## config.mk

```make
export PLATFORM = sky130hd
export DESIGN_NAME = wb_demux2x32
export DESIGN_NICKNAME = d
export VERILOG_FILES = /design/src/rtl/wb_demux2x32.sv
export SDC_FILE = /design/constraint.sdc
export NUM_CORES = 1
export LEC_CHECK = 0
export BUFFER_PORTS_ARGS = -buffer_cell sky130_fd_sc_hd__buf_4
export CAP_MARGIN = 0
export CORE_MARGIN = 2
export CORE_UTILIZATION = 60
export CTS_CLUSTER_DIAMETER = 80
export DETAILED_ROUTE_END_ITERATION = 10
export GPL_ROUTABILITY_DRIVEN = 0
export PLACE_DENSITY = 0.85
export SLEW_MARGIN = 5
export SYNTH_ARGS = -nofsm -noshare
export SYNTH_HDL_FRONTEND = slang
export SYNTH_SLANG_ARGS = --single-unit
```

## constraint.sdc

```tcl
create_clock -name clk -period 2.7 [get_ports clk]
set_input_delay 0 -clock clk [delete_from_list [all_inputs] [get_ports clk]]
set_output_delay 0 -clock clk [all_outputs]
set_load 0.05 [all_outputs]
```

## src/rtl/wb_demux2x32.sv

```systemverilog
// wb_demux2x32: registered 1-to-2 write-back demultiplexer.
// Each word goes to one of two per-output FIFOs, so a stalled consumer
// never blocks the other output. out0 feeds the GPR write port and out1
// feeds the coprocessor/HI-LO write port.
// Optional feature macro: WB_DEMUX_ZERO_DROP_EN. When it is defined, writes
// to $zero (addr 0) are accepted, discarded, and counted on drop_count.
module wb_demux2x32 #(
  parameter int DEPTH = 2,
  parameter int DW    = 32,
  parameter int AW    = 5
) (
  input  logic                    clk,
  input  logic                    rst_n,
  input  logic                    in_valid,
  output logic                    in_ready,
  input  logic                    in_sel,
  input  logic [AW-1:0]           in_addr,
  input  logic [DW-1:0]           in_data,
  output logic                    out0_valid,
  input  logic                    out0_ready,
  output logic [AW-1:0]           out0_addr,
  output logic [DW-1:0]           out0_data,
  output logic [$clog2(DEPTH):0]  out0_count,
  output logic                    out1_valid,
  input  logic                    out1_ready,
  output logic [AW-1:0]           out1_addr,
  output logic [DW-1:0]           out1_data,
  output logic [$clog2(DEPTH):0]  out1_count
`ifdef WB_DEMUX_ZERO_DROP_EN
  ,
  output logic [7:0]              drop_count
`endif
);

  localparam int PW = $clog2(DEPTH);
  localparam int CW = PW + 1;
  localparam int EW = AW + DW;
  localparam logic [CW-1:0] FULL = CW'(DEPTH);

  // Index 0 is out0 and index 1 is out1 in every array below.
  logic [EW-1:0] mem_q  [2][DEPTH];
  logic [PW-1:0] wptr_q [2];
  logic [PW-1:0] rptr_q [2];
  logic [CW-1:0] cnt_q  [2];
  logic [CW-1:0] cnt_d  [2];
  logic [1:0]    push;
  logic [1:0]    pop;
  logic [1:0]    oready;
  logic          drop;

  assign oready = {out1_ready, out0_ready};

  // Handshake decode: readiness of the selected FIFO, push/pop strobes, next counts.
  always_comb begin
    drop = 1'b0;
`ifdef WB_DEMUX_ZERO_DROP_EN
    drop = (in_addr == '0);
`endif
    in_ready = drop || (cnt_q[in_sel] != FULL);
    for (int k = 0; k < 2; k++) begin
      push[k]  = in_valid && in_ready && !drop && (in_sel == 1'(k));
      pop[k]   = (cnt_q[k] != '0) && oready[k];
      cnt_d[k] = cnt_q[k] + CW'(push[k]) - CW'(pop[k]);
    end
  end

  // FIFO storage, pointers and counts. Reset clears the array so that heads read 0.
  always_ff @(posedge clk or negedge rst_n) begin
    if (!rst_n) begin
      for (int k = 0; k < 2; k++) begin
        cnt_q[k]  <= '0;
        wptr_q[k] <= '0;
        rptr_q[k] <= '0;
        for (int i = 0; i < DEPTH; i++) begin
          mem_q[k][i] <= '0;
        end
      end
    end else begin
      for (int k = 0; k < 2; k++) begin
        cnt_q[k] <= cnt_d[k];
        if (push[k]) begin
          mem_q[k][wptr_q[k]] <= {in_addr, in_data};
          wptr_q[k]           <= wptr_q[k] + 1'b1;
        end
        if (pop[k]) begin
          rptr_q[k] <= rptr_q[k] + 1'b1;
        end
      end
    end
  end

  assign out0_valid             = (cnt_q[0] != '0);
  assign out1_valid             = (cnt_q[1] != '0);
  assign {out0_addr, out0_data} = mem_q[0][rptr_q[0]];
  assign {out1_addr, out1_data} = mem_q[1][rptr_q[1]];
  assign out0_count             = cnt_q[0];
  assign out1_count             = cnt_q[1];

`ifdef WB_DEMUX_ZERO_DROP_EN
  logic [7:0] drop_cnt_q;
  logic [7:0] drop_cnt_d;

  // Saturating count of discarded $zero writes.
  always_comb begin
    drop_cnt_d = drop_cnt_q;
    if (in_valid && drop && (drop_cnt_q != 8'hFF)) begin
      drop_cnt_d = drop_cnt_q + 8'd1;
    end
  end

  // Drop counter register.
  always_ff @(posedge clk or negedge rst_n) begin
    if (!rst_n) begin
      drop_cnt_q <= '0;
    end else begin
      drop_cnt_q <= drop_cnt_d;
    end
  end

  assign drop_count = drop_cnt_q;
`endif

endmodule

```

==> metrics.md <==
| Metric | Value |
|---|---|
| Commonest non-fill, non-tap cells in the layout | `mux2_2 (220), dfrtp_1 (154), buf_4 (126)` |
| Syn_nets | `~480` |
| Slew @ Worst Pin | `between 800 and 900 ps` |
| Cts repair resizes | `0` |
| Rows | `38` |
| CTS tree | `done` |
| R2R Setup Slk | `790 ps` |
| Total track usage | `24.6%` |
| GR peak layer | `met2` |
| Status | `completed` |
| Layout Nets | `between 600 and 700` |
| Endpoint class of the critical path | `primary output` |
| Post-CTS setup buffer count | `0` |
| Clk sink count | `between 150 and 200` |
| Max-slew violation count | `0` |
| Post-synthesis compound-gate area fraction | `less than 1%` |
| Final Hold Fails | `0` |
| Core footprint | `10900 sq um` |
| Final wirelength | `14400 um` |
| Largest net degree at the start of global routing | `94` |
| Number of max-cap violations | `0` |
| # IOs | `124` |
| Critical path peak fanout | `20` |
| Via density | `approximately 5.5` |
| Final ANT Viol Nets | `0` |
| N_diodes | `0` |
| Synth Area in Simple Gates | `under 10%` |
| #FFs+latches synth | `approximately 160` |
| Fmax | `0.511 GHz` |
| Via count | `4149` |
| Chip Width | `around 110 um` |
| Crit path DAT | `between 1500 and 2000 ps` |
| Port bufs | `123` |
| R2R Path Start | `out0_count[0]` |
| Slew HR | `a little over two fifths` |
| Clock transition at path regs | `about 60 ps` |
| Final period util | `between 70% and 80%` |
| Met3 Use GR | `6.75%` |
| Max Root-Sink Buffers | `2` |
| R2r endpoint | `mem_q[122]` |
| RSZ-0062 raised after global routing | `false` |
| Final setup violation count | `0` |
| Main combinational cell family by area after synthesis | `multiplexers` |
| Delay-heaviest family, CP | `flip-flops` |
| Worst Path Required | `around 2700 ps` |
| Placed inst area | `slightly below 8000 sq um` |
| Setup_tns | `0 ps` |
| Min-Delay Path Class | `in2async` |
| Critical path launch point type | `flop` |
| Drt drc | `0` |
| Initial Utilization | `between 60% and 70%` |
| Yosys Warn Count | `0` |
| H-tree depth | `4` |
| Clock buffer count from CTS | `17` |
| Fraction of the mapped netlist area in adder cells | `0.736%` |
| Initial DRC Count | `161` |
| Worst-Skew Late Latency | `420 ps` |
| XOR/XNOR Fraction of Synth Area | `1.03%` |
| Die area | `~12000 sq um` |
| Root Driver | `clkbuf_16` |
| CP max-delay cell | `dfrtp_2` |
| Share of cells above drive strength 1 | `a little over three fifths` |
| WS Path Type | `reg2out` |
| Global-route met1 utilization | `between 30 and 40%` |
| Crit path cell chain | `buf_12 -> mux2_2 -> buf_4` |
| Syn Std Cell Area | `just under 7000 sq um` |
| Unique masters post-synth | `25` |
| Final min period | `1960 ps` |
| Post-DP HPWL | `roughly 8700 um` |
| DRT Pass-1 Iters | `4` |
| Initial antenna violation count | `0` |
| Worst path max stage delay | `720 ps` |
| Cell count of the worst reg-to-reg path | `4` |
| Mux contribution to synthesized area | `36.8%` |
| Vias in the first global route | `about 4700` |
| Grt ovf | `0` |
| Met2 usage | `between 40% and 50%` |
| Worst Path Buf+Inv | `2` |
| Mapped Avg Cell Area | `15.8 sq um` |
| Layout area overhead | `30.6%` |
| Post-Layout Inst Area | `~9000 sq um` |
| Worst clock skew | `roughly 5.6 ps` |
| Die Y | `110 um` |
| WL/cell | `between 15 and 20 um` |
| Commonest non-fill, non-tap cell in the layout | `mux2_2` |
| First-pass GRT wire length | `23700 um` |
| Sequential area share after synthesis | `57.4%` |
| Post-Synthesis Cells | `roughly 430` |
[flip-flops by register name (all words and copies together), names as in the netlist]
name and count:
mem_q 148, rptr_q 2, out0_count 2, out1_count 2
wptr_q 2
[stage by stage]
step           instances  util [%]  setup WS (ps)  hold slack (ps)
4_1_cts              752      81.2            718              273
3_5_place_dp         678      71.7            807              145
3_3_place_gp         678      71.7            879              131
6_report             752      81.2            743              223
2_1_floorplan        431         -            540             -296
5_1_grt              752      81.2            677              308
[final cells by class]
| cell class | instances | area (sq um) |
|---|---|---|
| Clock buffer | 20 | 447 |
| Clock inverter | 12 | 170 |
| Fill cell | 588 | 2050 |
| Inverter | 2 | 7.51 |
| Multi-Input combinational cell | 250 | 2740 |
| Sequential cell | 156 | 3910 |
| Tap cell | 140 | 175 |
| Timing Repair Buffer | 172 | 1440 |
[logic make-up (layout without fill, tap and decap cells)]
family / count (synthesis) / in the layout
compound gates: 1 / 1
xor+xnor: 8 / 8
fa+ha+maj: 4 / 4
buf+inv: 25 / 206
flops: 156 / 156
mux: 222 / 222
simple gates: 15 / 15
[cell usage after synthesis]
library cell	n	area (sq um)
mux2_2	220	2480
and4bb_2	1	12.5
nor3_4	1	16.3
clkbuf_1	4	15.0
or2_2	2	12.5
and2_1	2	12.5
nand4b_1	1	8.76
nand3_1	1	5.00
a21oi_1	1	5.00
nor2_1	1	3.75
ha_1	4	50.1
inv_1	2	7.51
nand3b_1	1	7.51
clkbuf_2	1	5.00
dfrtp_1	156	3900
buf_4	1	7.51
xnor2_1	6	52.6
buf_2	11	55.1
nor2b_1	1	6.26
nand4_2	1	12.5
mux2_1	2	22.5
xor2_1	2	17.5
nand2_1	1	3.75
buf_6	6	67.6
nand2b_1	2	12.5
[worst max path at each step]
stage | start | to | slack (ps) | cells past startpoint
6_report | rptr_q[1] | out0_data[3] | 740 | 3
3_5_place_dp | out0_count[0] | mem_q[119] | 810 | 4
5_1_grt | rptr_q[1] | out0_data[3] | 680 | 3
3_3_place_gp | out0_count[1] | mem_q[120] | 880 | 4
2_1_floorplan | out1_count[0] | out1_count[1] | 540 | 7
4_1_cts | rptr_q[1] | out0_data[3] | 720 | 3
[what timing repair did]
item / 4_1_cts / 5_1_grt
hold buffers: 42 / 0
setup endpoints to repair: 0 / 0
endpoints found under the hold margin: 244 / 0
[per-layer routing]
layer	part of all wire (%)	wire length, um
met1	41	5940
met2	52	7510
met3	5.1	733
met4	1.5	222
met5	0	0
Power is left out: the tool's default activity adds up to more than one toggle a clock period on the data nets, which glitch-free logic cannot reach.
